--- config.mk ---
export PLATFORM = sky130hd
export DESIGN_NAME = comparator_flat
export DESIGN_NICKNAME = d
export VERILOG_FILES = /design/src/rtl/comparator_if.sv /design/src/rtl/comparator.sv /design/src/flat_wrapper.sv
export SDC_FILE = /design/constraint.sdc
export NUM_CORES = 1
export LEC_CHECK = 0
export CORE_AREA = 10 10 47 49
export DETAILED_ROUTE_END_ITERATION = 8
export DIE_AREA = 0 0 57 59
export SLEW_MARGIN = 20
export SYNTH_ARGS = -nofsm -noshare
export SYNTH_HDL_FRONTEND = slang
export SYNTH_SLANG_ARGS = --single-unit
export TNS_END_PERCENT = 30
--- constraint.sdc ---
create_clock -name clk -period 1.2 [get_ports clk]
set_input_delay 0.24 -clock clk [delete_from_list [all_inputs] [get_ports clk]]
set_output_delay 0.24 -clock clk [all_outputs]
set_load 0.01 [all_outputs]
--- src/rtl/comparator_if.sv ---
// Operand/result bundle for the comparator; the comparator takes the slave side.
// With COMPARATOR_MINMAX_EN defined the bundle also carries the registered min_q/max_q.
interface comparator_if #(
   parameter int N = 3
);
   logic [N-1:0] a;
   logic [N-1:0] b;
   logic         in_valid;
   logic         lt;
   logic         eq;
   logic         gt;
   logic         lt_q;
   logic         eq_q;
   logic         gt_q;
   logic         out_valid;
`ifdef COMPARATOR_MINMAX_EN
   logic [N-1:0] min_q;
   logic [N-1:0] max_q;

   modport master (
      output a, b, in_valid,
      input  lt, eq, gt, lt_q, eq_q, gt_q, out_valid, min_q, max_q
   );

   modport slave (
      input  a, b, in_valid,
      output lt, eq, gt, lt_q, eq_q, gt_q, out_valid, min_q, max_q
   );
`else
   modport master (
      output a, b, in_valid,
      input  lt, eq, gt, lt_q, eq_q, gt_q, out_valid
   );

   modport slave (
      input  a, b, in_valid,
      output lt, eq, gt, lt_q, eq_q, gt_q, out_valid
   );
`endif
endinterface

--- src/rtl/comparator.sv ---
// comparator: N-bit magnitude compare with combinational lt/eq/gt and a one-cycle registered copy.
// Optional COMPARATOR_MINMAX_EN adds registered min_q/max_q of the captured operands.
module comparator #(
   parameter int N      = 3,
   parameter bit SIGNED = 1'b0
) (
   input logic         clk,
   input logic         rst_n,
   comparator_if.slave bus
);
   localparam logic [N-1:0] ONE       = N'(1);
   localparam logic [N-1:0] SIGN_FLIP = SIGNED ? (ONE << (N - 1)) : '0;

   logic [N-1:0] aKey;
   logic [N-1:0] bKey;
   logic         lt;
   logic         eq;
   logic         gt;
   logic         ltQ;
   logic         eqQ;
   logic         gtQ;
   logic         validQ;

   // Inverting the sign bit maps two's-complement ordering onto unsigned ordering.
   assign aKey = bus.a ^ SIGN_FLIP;
   assign bKey = bus.b ^ SIGN_FLIP;

   assign lt = (aKey < bKey);
   assign eq = (bus.a == bus.b);
   assign gt = (aKey > bKey);

   assign bus.lt        = lt;
   assign bus.eq        = eq;
   assign bus.gt        = gt;
   assign bus.lt_q      = ltQ;
   assign bus.eq_q      = eqQ;
   assign bus.gt_q      = gtQ;
   assign bus.out_valid = validQ;

   always_ff @(posedge clk or negedge rst_n) begin
      if (!rst_n) begin
         ltQ    <= 1'b0;
         eqQ    <= 1'b0;
         gtQ    <= 1'b0;
         validQ <= 1'b0;
      end else begin
         validQ <= bus.in_valid;
         if (bus.in_valid) begin
            ltQ <= lt;
            eqQ <= eq;
            gtQ <= gt;
         end
      end
   end

`ifdef COMPARATOR_MINMAX_EN
   logic [N-1:0] minQ;
   logic [N-1:0] maxQ;

   assign bus.min_q = minQ;
   assign bus.max_q = maxQ;

   // Equal operands fall through to b, which is the same value as a.
   always_ff @(posedge clk or negedge rst_n) begin
      if (!rst_n) begin
         minQ <= '0;
         maxQ <= '0;
      end else if (bus.in_valid) begin
         minQ <= lt ? bus.a : bus.b;
         maxQ <= lt ? bus.b : bus.a;
      end
   end
`endif

endmodule

--- src/flat_wrapper.sv ---
// flat-port wrapper written by rule: the top's interface ports become plain ports
module comparator_flat 
#(
   parameter int N      = 3,
   parameter bit SIGNED = 1'b0
)
  (clk, rst_n, bus_a, bus_b, bus_in_valid, bus_lt, bus_eq, bus_gt, bus_lt_q, bus_eq_q, bus_gt_q, bus_out_valid);
  comparator_if #(.N(N)) bus_i ();
  input logic clk;
  input logic rst_n;
  input wire logic [$bits(bus_i.a)-1:0] bus_a;
  input wire logic [$bits(bus_i.b)-1:0] bus_b;
  input wire logic [$bits(bus_i.in_valid)-1:0] bus_in_valid;
  output wire logic [$bits(bus_i.lt)-1:0] bus_lt;
  output wire logic [$bits(bus_i.eq)-1:0] bus_eq;
  output wire logic [$bits(bus_i.gt)-1:0] bus_gt;
  output wire logic [$bits(bus_i.lt_q)-1:0] bus_lt_q;
  output wire logic [$bits(bus_i.eq_q)-1:0] bus_eq_q;
  output wire logic [$bits(bus_i.gt_q)-1:0] bus_gt_q;
  output wire logic [$bits(bus_i.out_valid)-1:0] bus_out_valid;
  assign bus_i.a = bus_a;
  assign bus_i.b = bus_b;
  assign bus_i.in_valid = bus_in_valid;
  assign bus_lt = bus_i.lt;
  assign bus_eq = bus_i.eq;
  assign bus_gt = bus_i.gt;
  assign bus_lt_q = bus_i.lt_q;
  assign bus_eq_q = bus_i.eq_q;
  assign bus_gt_q = bus_i.gt_q;
  assign bus_out_valid = bus_i.out_valid;
  comparator #(.N(N), .SIGNED(SIGNED)) u_core (.clk(clk), .rst_n(rst_n), .bus(bus_i));
endmodule
==> run_results.csv <==
group,metric,value,unit
worst_setup_path,reg2reg_to,"u_core.bus.lt_q$_DFFE_PN0P_",
die,die_x,57,µm
sta,fin_crit_sh,107.5,%
logic_synthesis,ys_types,12,
logic_synthesis,post_synth.cell_area_avg,10.89,µm²
route,drt_iter0_markers,4,
route,via_count,213,
logic_synthesis,yosysTopAreaCell,"dfrtp_1",
logic_synthesis,netlist_area,217.7,µm²
cells_and_area,fillers,154,
power_and_ir_drop,power.density,1070,mW/mm²
cells_and_area,syn2layout_area_growth,115.5,%
sta,setup_tns,-0.1081,ns
worst_setup_path,crit_path_start_kind,"input port",
grt,antenna_found_initial,0,
logic_synthesis,synth_compound_area_share,8.621,%
power_and_ir_drop,p_total,502.2,µW
clock_network,cts_hold_buffers,0,
logic_synthesis,yosysTopAreaCellShare,45.98,%
clock_network,cts.sinks,4,
placed_design,globalplace.congestion,0.5685,
placed_design,dpl.hpwl,508.5,µm
cells_and_area,seq_area,100.1,µm²
power_and_ir_drop,leakagePower,0.0002322,µW
sta,tightest_slew,0.1776,ns
route,drtAntennaViolNets,0,
sta,setup_violations,2,
placed_design,io_buffers,15,
clock_network,clockRootBuffer,"clkbuf_4",
worst_setup_path,critPathArrivalTime,1.05,ns
worst_setup_path,worstSetupPathType,"input port to output pin",
logic_synthesis,async_flop_share,100.0,%
logic_synthesis,synthMuxAreaShare,12.07,%
logic_synthesis,ys_warn_count,0,
sta,finClkSkew,0,ns
die,core,0.001401,mm²
logic_synthesis,synthCells,20,
logic_synthesis,synth_edf_count,0,
grt,grtUsageTotal,4.427,%
cells_and_area,fin_nets,55,
logic_synthesis,synth_top_family_by_area,"adder cells",
logic_synthesis,synth_xor_area_share,0,%
worst_setup_path,cp_max_fo,3,
cells_and_area,drive_gt1_share,63.41,%
route,drt_pre_antenna_iters,2,
clock_network,cts.clk_slew.worst_paths,0.04,ns
sta,hold_viol,0,
logic_synthesis,synthSimpleGateAreaFrac,9.195,%
clock_network,clock_latency,0.23,ns
die,rows,14,
grt,grt_start_max_net_pins,5,
cells_and_area,final_cell_area,469.2,µm²
die,fp.dieH,59,µm
logic_synthesis,yosys-top-cells-count,"dfrtp_1, inv_1, ha_1",
route,viasPerCell,3.737,
logic_synthesis,ys_top_cells_by_area,"dfrtp_1, ha_1, inv_1",
logic_synthesis,synthAdderAreaFrac,17.24,%
sta,timing.fmax,775.2,MHz
grt,grt_pass1_wl,1.110,mm
clock_network,cts_tree,"done",
outcome,violations,"setup timing",
sta,finalWorstSetupSlack,-0.08996,ns
sta,rsz0062_at_grt,"true",
sta,slew_headroom,88.12,%
worst_setup_path,r2r_start,"u_core.bus.lt_q$_DFFE_PN0P_",
worst_setup_path,r2r_slack,0.45,ns
grt,overflow,0,
clock_network,htree_levels,1,
sta,min_period,1.290,ns
clock_network,clockBufferDepth,2,
min_path,hold_class,"input port to async pin",
grt,grt_pass1_vias,253,
logic_synthesis,synth_ff_type,"dfrtp_1",
outcome,status,"finished, violations left",
clock_network,cts_buffers,3,
route,routedWlPerCell,11.19,µm
logic_synthesis,ys_seq_area_share,45.98,%
route,totalWireLength,638,µm
worst_setup_path,reg2reg_depth,1,
die,initial_core_util,15.54,%
die,num_io_pins,16,
power_and_ir_drop,ir_drop,252.0,µV
cells_and_area,antenna_cells,0,
run,cap_violations,0,
die,die-area,0.003363,mm²
logic_synthesis,syn_nets,32,
placed_design,place_area,406.6,µm²
sta,slew_violations,0,
route,drc,0,
sta,fin_worst_hold_slack,0.2064,ns
worst_setup_path,required,0.96,ns
logic_synthesis,synth_seq_cells,4,
worst_setup_path,critPathCaptureType,"output pin",
cells_and_area,multi_input_area,148.9,µm²
-- power breakdown --
part	internal [µW]	total, µW	switching, µW
combinational	107	176	69.3
sequential	152	159	7.51
clock	112	167	55.2
-- worst max-delay path, stage by stage --
cell	delay, ns
buf_6	0.09
ha_4	0.27
nand2_2	0.05
o21a_4	0.20
nor2_2	0.06
buf_2	0.13
-- state kept, by name, indices dropped and copies added, names as in the netlist --
| register | count |
|---|---|
| u_core.bus.eq_q | 1 |
| u_core.bus.gt_q | 1 |
| u_core.bus.lt_q | 1 |
| u_core.bus.out_valid | 1 |
-- worst max path at each step --
stage          startpoint                          end  slack [ns]  depth (start not counted)
5_1_grt          bus_b[2]                       bus_gt       -0.15                          7
4_1_cts          bus_a[2]                       bus_gt       -0.15                          6
2_1_floorplan    bus_b[2]  u_core.bus.lt_q$_DFFE_PN0P_       0.001                          5
3_5_place_dp     bus_b[2]                       bus_gt       -0.96                          7
3_3_place_gp     bus_b[2]                       bus_gt       -0.96                          7
6_report         bus_a[2]                       bus_gt       -0.09                          6
-- final cells by class --
cell class	count	share of cell area, %
well taps	16	4.267
clock buffers	3	4.800
inverters	4	3.733
flip-flops and latches	4	21.33
multi-input cells	12	31.73
repair buffers	18	34.13
-- layout by cell type (no fill, tap or decap), drive strengths merged --
cell,instances
nor2,1
and3,1
clkbuf,3
nand2,1
mux2,2
a21oi,1
o22ai,1
nand2b,1
o21a,1
ha,3
inv,4
dlygate4sd2,4
dfrtp,4
buf,12
clkdlybuf4s50,2
-- timing repair --
item,CTS,global route
endpoints found under the hold margin,0,0
setup endpoints to repair,10,2
setup buffers,1,0
pin swaps,8,3
resized for setup,49,2
-- through the flow --
step	setup WS, ns	util, %	instances
finish	-0.08996	33.48	57
detailed placement	-0.9649	29.02	53
floorplan	0.001288	-	20
global placement	-0.9637	29.02	53
global route	-0.1511	33.48	57
CTS	-0.1544	32.86	57
-- routing by layer --
metal  up-vias  wire length, µm  track usage (%)
li1        108                -                -
met1        94              243            4.207
met2         9              319            6.202
met3         2               52            2.575
met4         0               23            5.034
met5         -                0                0
-- cells by family after synthesis --
group,count (synthesis)
buffers and inverters,4
and+or+nand+nor,4
DFF,4
AOI/OAI and AO/OA,3
adders and majority gates,3
muxes,2
No activity file was read; power rests on OpenSTA's default activity.
